<file path="src/rtl/ram_wr_arb_if.sv">
// Burst-request / RAM write-port bundle for ram_wr_arb.
// slave = arbiter side, master = producers plus RAM observer side.
interface ram_wr_arb_if #(
  parameter int ADDR_W = 6,
  parameter int DATA_W = 8,
  parameter int LEN_W  = 5
);
  logic              req0;
  logic              req1;
  logic [ADDR_W-1:0] addr0;
  logic [ADDR_W-1:0] addr1;
  logic [LEN_W-1:0]  len0;
  logic [LEN_W-1:0]  len1;
  logic [DATA_W-1:0] wdata0;
  logic [DATA_W-1:0] wdata1;
  logic              gnt0;
  logic              gnt1;
  logic              dack0;
  logic              dack1;
  logic              done0;
  logic              done1;
  logic              ram_wr_en;
  logic              ram_wr_we;
  logic [ADDR_W-1:0] ram_wr_addr;
  logic [DATA_W-1:0] ram_wr_data;
  logic              busy;

  modport slave (
    input  req0, req1, addr0, addr1, len0, len1, wdata0, wdata1,
    output gnt0, gnt1, dack0, dack1, done0, done1,
           ram_wr_en, ram_wr_we, ram_wr_addr, ram_wr_data, busy
  );

  modport master (
    output req0, req1, addr0, addr1, len0, len1, wdata0, wdata1,
    input  gnt0, gnt1, dack0, dack1, done0, done1,
           ram_wr_en, ram_wr_we, ram_wr_addr, ram_wr_data, busy
  );
endinterface

</file>
<file path="src/rtl/ram_wr_arb.sv">
// Two-client round-robin burst arbiter driving the write port of a dual-port RAM.
// Define RAM_WR_ARB_FIXED_PRIO_EN to make client 0 always win ties (no pointer).
module ram_wr_arb #(
  parameter int ADDR_W = 6,
  parameter int DATA_W = 8,
  parameter int LEN_W  = 5
) (
  input  logic          clk,
  input  logic          rst,
  ram_wr_arb_if.slave   bus
);

  typedef enum logic [1:0] {
    S_IDLE  = 2'd0,
    S_BURST = 2'd1,
    S_GAP   = 2'd2
  } state_t;

  state_t            state_q;
  logic              owner_q;
  logic [ADDR_W-1:0] start_q;
  logic [LEN_W-1:0]  len_q;
  logic [LEN_W-1:0]  beat_q;
  logic              gnt0_q;
  logic              gnt1_q;
  logic              done0_q;
  logic              done1_q;
  logic              wr_en_q;
  logic [ADDR_W-1:0] wr_addr_q;
  logic [DATA_W-1:0] wr_data_q;
`ifndef RAM_WR_ARB_FIXED_PRIO_EN
  logic              ptr_q;
`endif

  logic              any_req_d;
  logic              pick1_d;
  logic              dack0_d;
  logic              dack1_d;
  logic              last_beat_d;
  logic [ADDR_W-1:0] wr_addr_d;
  logic [DATA_W-1:0] wdata_d;

  always_comb begin
    any_req_d = bus.req0 | bus.req1;
`ifdef RAM_WR_ARB_FIXED_PRIO_EN
    pick1_d   = bus.req1 & ~bus.req0;
`else
    // On a tie the pointer names the client that has waited longest.
    pick1_d   = bus.req1 & (~bus.req0 | ptr_q);
`endif
    dack0_d     = gnt0_q & (state_q == S_BURST);
    dack1_d     = gnt1_q & (state_q == S_BURST);
    wdata_d     = owner_q ? bus.wdata1 : bus.wdata0;
    wr_addr_d   = start_q + ADDR_W'(beat_q);
    // len 0 wraps to all-ones here, giving the full 2^LEN_W beat burst.
    last_beat_d = (beat_q == (len_q - LEN_W'(1)));
  end

  always_ff @(posedge clk) begin
    if (rst) begin
      state_q   <= S_IDLE;
      owner_q   <= 1'b0;
      start_q   <= '0;
      len_q     <= '0;
      beat_q    <= '0;
      gnt0_q    <= 1'b0;
      gnt1_q    <= 1'b0;
      done0_q   <= 1'b0;
      done1_q   <= 1'b0;
      wr_en_q   <= 1'b0;
      wr_addr_q <= '0;
      wr_data_q <= '0;
`ifndef RAM_WR_ARB_FIXED_PRIO_EN
      ptr_q     <= 1'b0;
`endif
    end else begin
      wr_en_q <= dack0_d | dack1_d;
      if (dack0_d | dack1_d) begin
        wr_addr_q <= wr_addr_d;
        wr_data_q <= wdata_d;
      end
      done0_q <= 1'b0;
      done1_q <= 1'b0;

      case (state_q)
        S_IDLE: begin
          if (any_req_d) begin
            owner_q <= pick1_d;
            start_q <= pick1_d ? bus.addr1 : bus.addr0;
            len_q   <= pick1_d ? bus.len1 : bus.len0;
            beat_q  <= '0;
            gnt0_q  <= ~pick1_d;
            gnt1_q  <= pick1_d;
            state_q <= S_BURST;
          end
        end
        S_BURST: begin
          if (last_beat_d) begin
            gnt0_q  <= 1'b0;
            gnt1_q  <= 1'b0;
            done0_q <= ~owner_q;
            done1_q <= owner_q;
            state_q <= S_GAP;
          end else begin
            beat_q <= beat_q + LEN_W'(1);
          end
        end
        S_GAP: begin
`ifndef RAM_WR_ARB_FIXED_PRIO_EN
          ptr_q   <= ~owner_q;
`endif
          state_q <= S_IDLE;
        end
        default: state_q <= S_IDLE;
      endcase
    end
  end

  assign bus.gnt0        = gnt0_q;
  assign bus.gnt1        = gnt1_q;
  assign bus.dack0       = dack0_d;
  assign bus.dack1       = dack1_d;
  assign bus.done0       = done0_q;
  assign bus.done1       = done1_q;
  assign bus.ram_wr_en   = wr_en_q;
  assign bus.ram_wr_we   = wr_en_q;
  assign bus.ram_wr_addr = wr_addr_q;
  assign bus.ram_wr_data = wr_data_q;
  assign bus.busy        = (state_q != S_IDLE);

endmodule

</file>
<file path="src/flat_wrapper.sv">
// flat-port wrapper written by rule: the top's interface ports become plain ports
module ram_wr_arb_flat 
#(
  parameter int ADDR_W = 6,
  parameter int DATA_W = 8,
  parameter int LEN_W  = 5
)
  (clk, rst, bus_req0, bus_req1, bus_addr0, bus_addr1, bus_len0, bus_len1, bus_wdata0, bus_wdata1, bus_gnt0, bus_gnt1, bus_dack0, bus_dack1, bus_done0, bus_done1, bus_ram_wr_en, bus_ram_wr_we, bus_ram_wr_addr, bus_ram_wr_data, bus_busy);
  ram_wr_arb_if #(.ADDR_W(ADDR_W), .DATA_W(DATA_W), .LEN_W(LEN_W)) bus_i ();
  input  logic clk;
  input  logic rst;
  input wire logic [$bits(bus_i.req0)-1:0] bus_req0;
  input wire logic [$bits(bus_i.req1)-1:0] bus_req1;
  input wire logic [$bits(bus_i.addr0)-1:0] bus_addr0;
  input wire logic [$bits(bus_i.addr1)-1:0] bus_addr1;
  input wire logic [$bits(bus_i.len0)-1:0] bus_len0;
  input wire logic [$bits(bus_i.len1)-1:0] bus_len1;
  input wire logic [$bits(bus_i.wdata0)-1:0] bus_wdata0;
  input wire logic [$bits(bus_i.wdata1)-1:0] bus_wdata1;
  output wire logic [$bits(bus_i.gnt0)-1:0] bus_gnt0;
  output wire logic [$bits(bus_i.gnt1)-1:0] bus_gnt1;
  output wire logic [$bits(bus_i.dack0)-1:0] bus_dack0;
  output wire logic [$bits(bus_i.dack1)-1:0] bus_dack1;
  output wire logic [$bits(bus_i.done0)-1:0] bus_done0;
  output wire logic [$bits(bus_i.done1)-1:0] bus_done1;
  output wire logic [$bits(bus_i.ram_wr_en)-1:0] bus_ram_wr_en;
  output wire logic [$bits(bus_i.ram_wr_we)-1:0] bus_ram_wr_we;
  output wire logic [$bits(bus_i.ram_wr_addr)-1:0] bus_ram_wr_addr;
  output wire logic [$bits(bus_i.ram_wr_data)-1:0] bus_ram_wr_data;
  output wire logic [$bits(bus_i.busy)-1:0] bus_busy;
  assign bus_i.req0 = bus_req0;
  assign bus_i.req1 = bus_req1;
  assign bus_i.addr0 = bus_addr0;
  assign bus_i.addr1 = bus_addr1;
  assign bus_i.len0 = bus_len0;
  assign bus_i.len1 = bus_len1;
  assign bus_i.wdata0 = bus_wdata0;
  assign bus_i.wdata1 = bus_wdata1;
  assign bus_gnt0 = bus_i.gnt0;
  assign bus_gnt1 = bus_i.gnt1;
  assign bus_dack0 = bus_i.dack0;
  assign bus_dack1 = bus_i.dack1;
  assign bus_done0 = bus_i.done0;
  assign bus_done1 = bus_i.done1;
  assign bus_ram_wr_en = bus_i.ram_wr_en;
  assign bus_ram_wr_we = bus_i.ram_wr_we;
  assign bus_ram_wr_addr = bus_i.ram_wr_addr;
  assign bus_ram_wr_data = bus_i.ram_wr_data;
  assign bus_busy = bus_i.busy;
  ram_wr_arb #(.ADDR_W(ADDR_W), .DATA_W(DATA_W), .LEN_W(LEN_W)) u_core (.clk(clk), .rst(rst), .bus(bus_i));
endmodule
</file>
<file path="config.mk">
export PLATFORM = sky130hd
export DESIGN_NAME = ram_wr_arb_flat
export DESIGN_NICKNAME = d
export VERILOG_FILES = /design/src/rtl/ram_wr_arb_if.sv /design/src/rtl/ram_wr_arb.sv /design/src/flat_wrapper.sv
export SDC_FILE = /design/constraint.sdc
export NUM_CORES = 1
export LEC_CHECK = 0
export ABC_AREA = 1
export CAP_MARGIN = 30
export CORE_MARGIN = 2
export CORE_UTILIZATION = 45
export DETAILED_ROUTE_END_ITERATION = 7
export PLACE_DENSITY = 0.77
export RECOVER_POWER = 25
export SKIP_CTS_REPAIR_TIMING = 1
export SLEW_MARGIN = 40
export SYNTH_ARGS = -nofsm -noshare
export SYNTH_HDL_FRONTEND = slang
export SYNTH_SLANG_ARGS = --single-unit
export TNS_END_PERCENT = 1
</file>
<file path="constraint.sdc">
create_clock -name clk -period 2 [get_ports clk]
set_input_delay 0.6 -clock clk [delete_from_list [all_inputs] [get_ports clk]]
set_output_delay 0.6 -clock clk [all_outputs]
set_load 0.02 [all_outputs]
</file>
==> flow_summary.yaml <==
outcome:
  status: "complete, no violations"
critical_path:
  cp_slowest_cell: "nor2_1"
  cp.arrival_ns: 2.14
  critPathMaxFanout: 11
  critPathMaxStageDelay_ns: 0.61
  path_class: "primary input to register"
  crit_chain: "clkdlybuf4s50_1 -> o21ai_2 -> nor2_1 -> o21ai_0 -> o22ai_1"
  required_ns: 2.23
  endpoint_kind: "register"
  critPathLaunchType: "primary input"
sta:
  fin_worst_skew_ns: 0.00678
  finalCritPeriodShare: 0.959
  fin_setup_tns_ns: 0
  rsz0062_at_grt: "false"
  max_freq_mhz: 521
  finalSetupViolCount: 0
  worstMarginPinSlew_ns: 0.795
  finalHoldViolCount: 0
  finalCriticalPeriod_ns: 1.92
  max_slew_margin: 0.468
  final_max_slew_viol_count: 0
clocking:
  clk_latency_ns: 0.30
  clockBufferDepth: 2
  cts.reportedPaths.clkPinSlew_ns: 0.08
  h-tree-depth: 2
  cts_buffers: 5
  cts_root_buf: "clkbuf_8"
  cts.sinks: 39
  cts_tree: "yes"
routing:
  wire_per_inst_um: 13.5
  vias_per_cell: 5.17
  routed_wirelength_um: 5330
  drc: 0
  route.vias.total: 2036
  drt-pass1-iter-count: 4
  ant_nets: 0
  drtIter0Drc: 148
die:
  core_area_um2: 4090
  die_area_um2: 4850
  initial_core_util: 0.475
  die-width_um: 69.7
  ios: 65
  fp.dieH_um: 69.7
  core.rowCount: 23
pwr:
  p_int_w: 0.00130
  p_sw_frac: 0.304
  p_seq_frac: 0.462
  power_frac_comb: 0.257
  p_leak_nw: 1.20
  total_power_w: 0.00187
  clockPowerShare: 0.282
  p_sw_w: 0.000570
  irDropWorstVdd_uv: 426
  power.density_nw_per_um2: 679
final_layout:
  drive_gt1_frac: 0.0930
  num-nets-final: 393
  stdcell_area_um2: 2760
  fill_cells: 354
  areaGrowthSynthToFinish_pct: 42.3
  antenna_cells: 0
  instances_no_fill: 394
global_route:
  gr-total-overflow: 0
  grt_max_degree: 14
  use_met3: 0.0451
  antenna_found_initial: 0
  grt_pass1_wl_um: 8820
  grtUsageTotal: 0.224
  top_usage_layer: "met2"
  use_met1: 0.296
  grt_pass1_vias: 1874
  use_met2: 0.364
placed_design:
  gp_congestion: 0.832
  dpl-instance-area_um2: 2700
  dpl.hpwl_um: 4040
  dp.cells: 386
  port_buffers: 64
synthesis:
  ys_ff_latch: 39
  synth_area_um2: 1940
  yosysSeqAreaShare: 0.402
  synth_ff_type: "dfxtp_1"
  synth-edff-count: 0
  ys_async_sr_fraction: 0
  synthesis.instances: 268
  yosys_warnings: 0
  syn_nets: 318
  ys_types: 30
  avgSynthCellArea_um2: 7.24
job:
  maxCapViolations: 0
hold_path:
  hp-class: "register to register"
## stage by stage
| stage | utilization | hold WS [ns] | setup slack [ns] |
|---|---|---|---|
| 2_1_floorplan | - | 0.432 | 0.424 |
| 3_3_place_gp | 0.660 | 0.453 | -0.119 |
| 3_5_place_dp | 0.660 | 0.464 | -0.165 |
| 4_1_cts | 0.680 | 0.482 | -0.212 |
| 5_1_grt | 0.676 | 0.503 | 0.0134 |
| 6_report | 0.676 | 0.481 | 0.0817 |
## cell type report
class	count	area [um2]	area share
Timing Repair Buffer	77	727	0.263
Multi-Input combinational cell	188	988	0.358
Inverter	32	120	0.0435
Clock inverter	1	5.00	0.00181
Tap cell	50	62.6	0.0227
Clock buffer	7	76.3	0.0276
Sequential cell	39	782	0.283
## Yosys cell counts, types with 2 or more instances
library cell,count,area share
o21ai_0,11,0.028
nor2_1,26,0.050
xnor2_1,2,0.0090
nand2_1,57,0.11
o21bai_1,2,0.0077
a31oi_1,10,0.032
clkbuf_1,5,0.0097
dfxtp_1,39,0.40
o22ai_1,5,0.016
nand4_1,3,0.0097
o21ai_1,19,0.049
nand2_2,2,0.0064
inv_2,8,0.015
ha_1,7,0.045
nor2_4,2,0.012
nand3_1,16,0.041
xor2_1,4,0.018
inv_1,23,0.044
buf_4,2,0.0077
a21oi_1,13,0.034
nor3_1,2,0.0052
buf_2,2,0.0052
## power groups by stage
stage	combinational, W	sequential, W	clock (W)
floorplan	0.000229	0.000913	0
global placement	0.000481	0.000881	0
detailed placement	0.000489	0.000883	0
CTS	0.000492	0.000865	0.000533
global route	0.000531	0.000870	0.000563
finish	0.000481	0.000865	0.000528
## cells by family after synthesis
group,count (synthesis),synth area share
xor gates and xnor gates,6,0.0271
adders and majority gates,8,0.0554
buffers and inverters,41,0.0845
AOI/OAI and AO/OA,64,0.189
DFF,39,0.402
and+or+nand+nor,110,0.242
## routing by layer
metal	part of all wire	wire length, um	up-vias
met2	0.47	2520	63
met4	0.015	79	0
li1	-	-	1033
met5	0	0	-
met3	0.061	327	6
met1	0.45	2400	934
## state kept, by name, indices dropped and copies added, names as in the netlist
| signal | count |
|---|---|
| u_core.start_q | 6 |
| u_core.bus.ram_wr_data | 8 |
| u_core.owner_q | 1 |
| u_core.bus.ram_wr_en | 1 |
| u_core.state_q | 2 |
| u_core.ptr_q | 1 |
| u_core.bus.gnt1 | 1 |
| u_core.bus.ram_wr_addr | 6 |
| u_core.beat_q | 5 |
| u_core.bus.done1 | 1 |
| u_core.len_q | 5 |
| u_core.bus.done0 | 1 |
| u_core.bus.gnt0 | 1 |
## worst paths after layout
kind                                         from                   endpoint  slack, ns  depth (start not counted)
worst max-delay path                     bus_req0            u_core.len_q[0]       0.08                          5
worst min-delay path            u_core.start_q[0]          u_core.start_q[0]       0.48                          2
worst max register to register  u_core.state_q[0]  u_core.bus.ram_wr_data[1]       0.15                          8
worst min register to register  u_core.start_q[0]          u_core.start_q[0]       0.48                          2
## placed cells by master, fill, tap and decap left out, types with 3 or more instances in the layout
cell,netlist,final
inv_1,23,24
inv_2,8,7
o21ai_1,19,16
nand3_1,16,16
clkbuf_1,5,5
clkbuf_8,0,5
buf_4,2,10
dfxtp_1,39,38
a21oi_1,13,13
nand2_1,57,57
ha_1,7,7
xor2_1,4,4
clkdlybuf4s50_1,0,61
nand4_1,3,3
o22ai_1,5,5
o21ai_0,11,14
nor2_1,26,26
a31oi_1,10,10
## worst max-delay path, delay by kind of cell
family,cells,cell delay [ns]
compound gates,3,0.44
buf+inv,1,0.49
simple gates,1,0.61
Power figures use the tool's default switching activity.
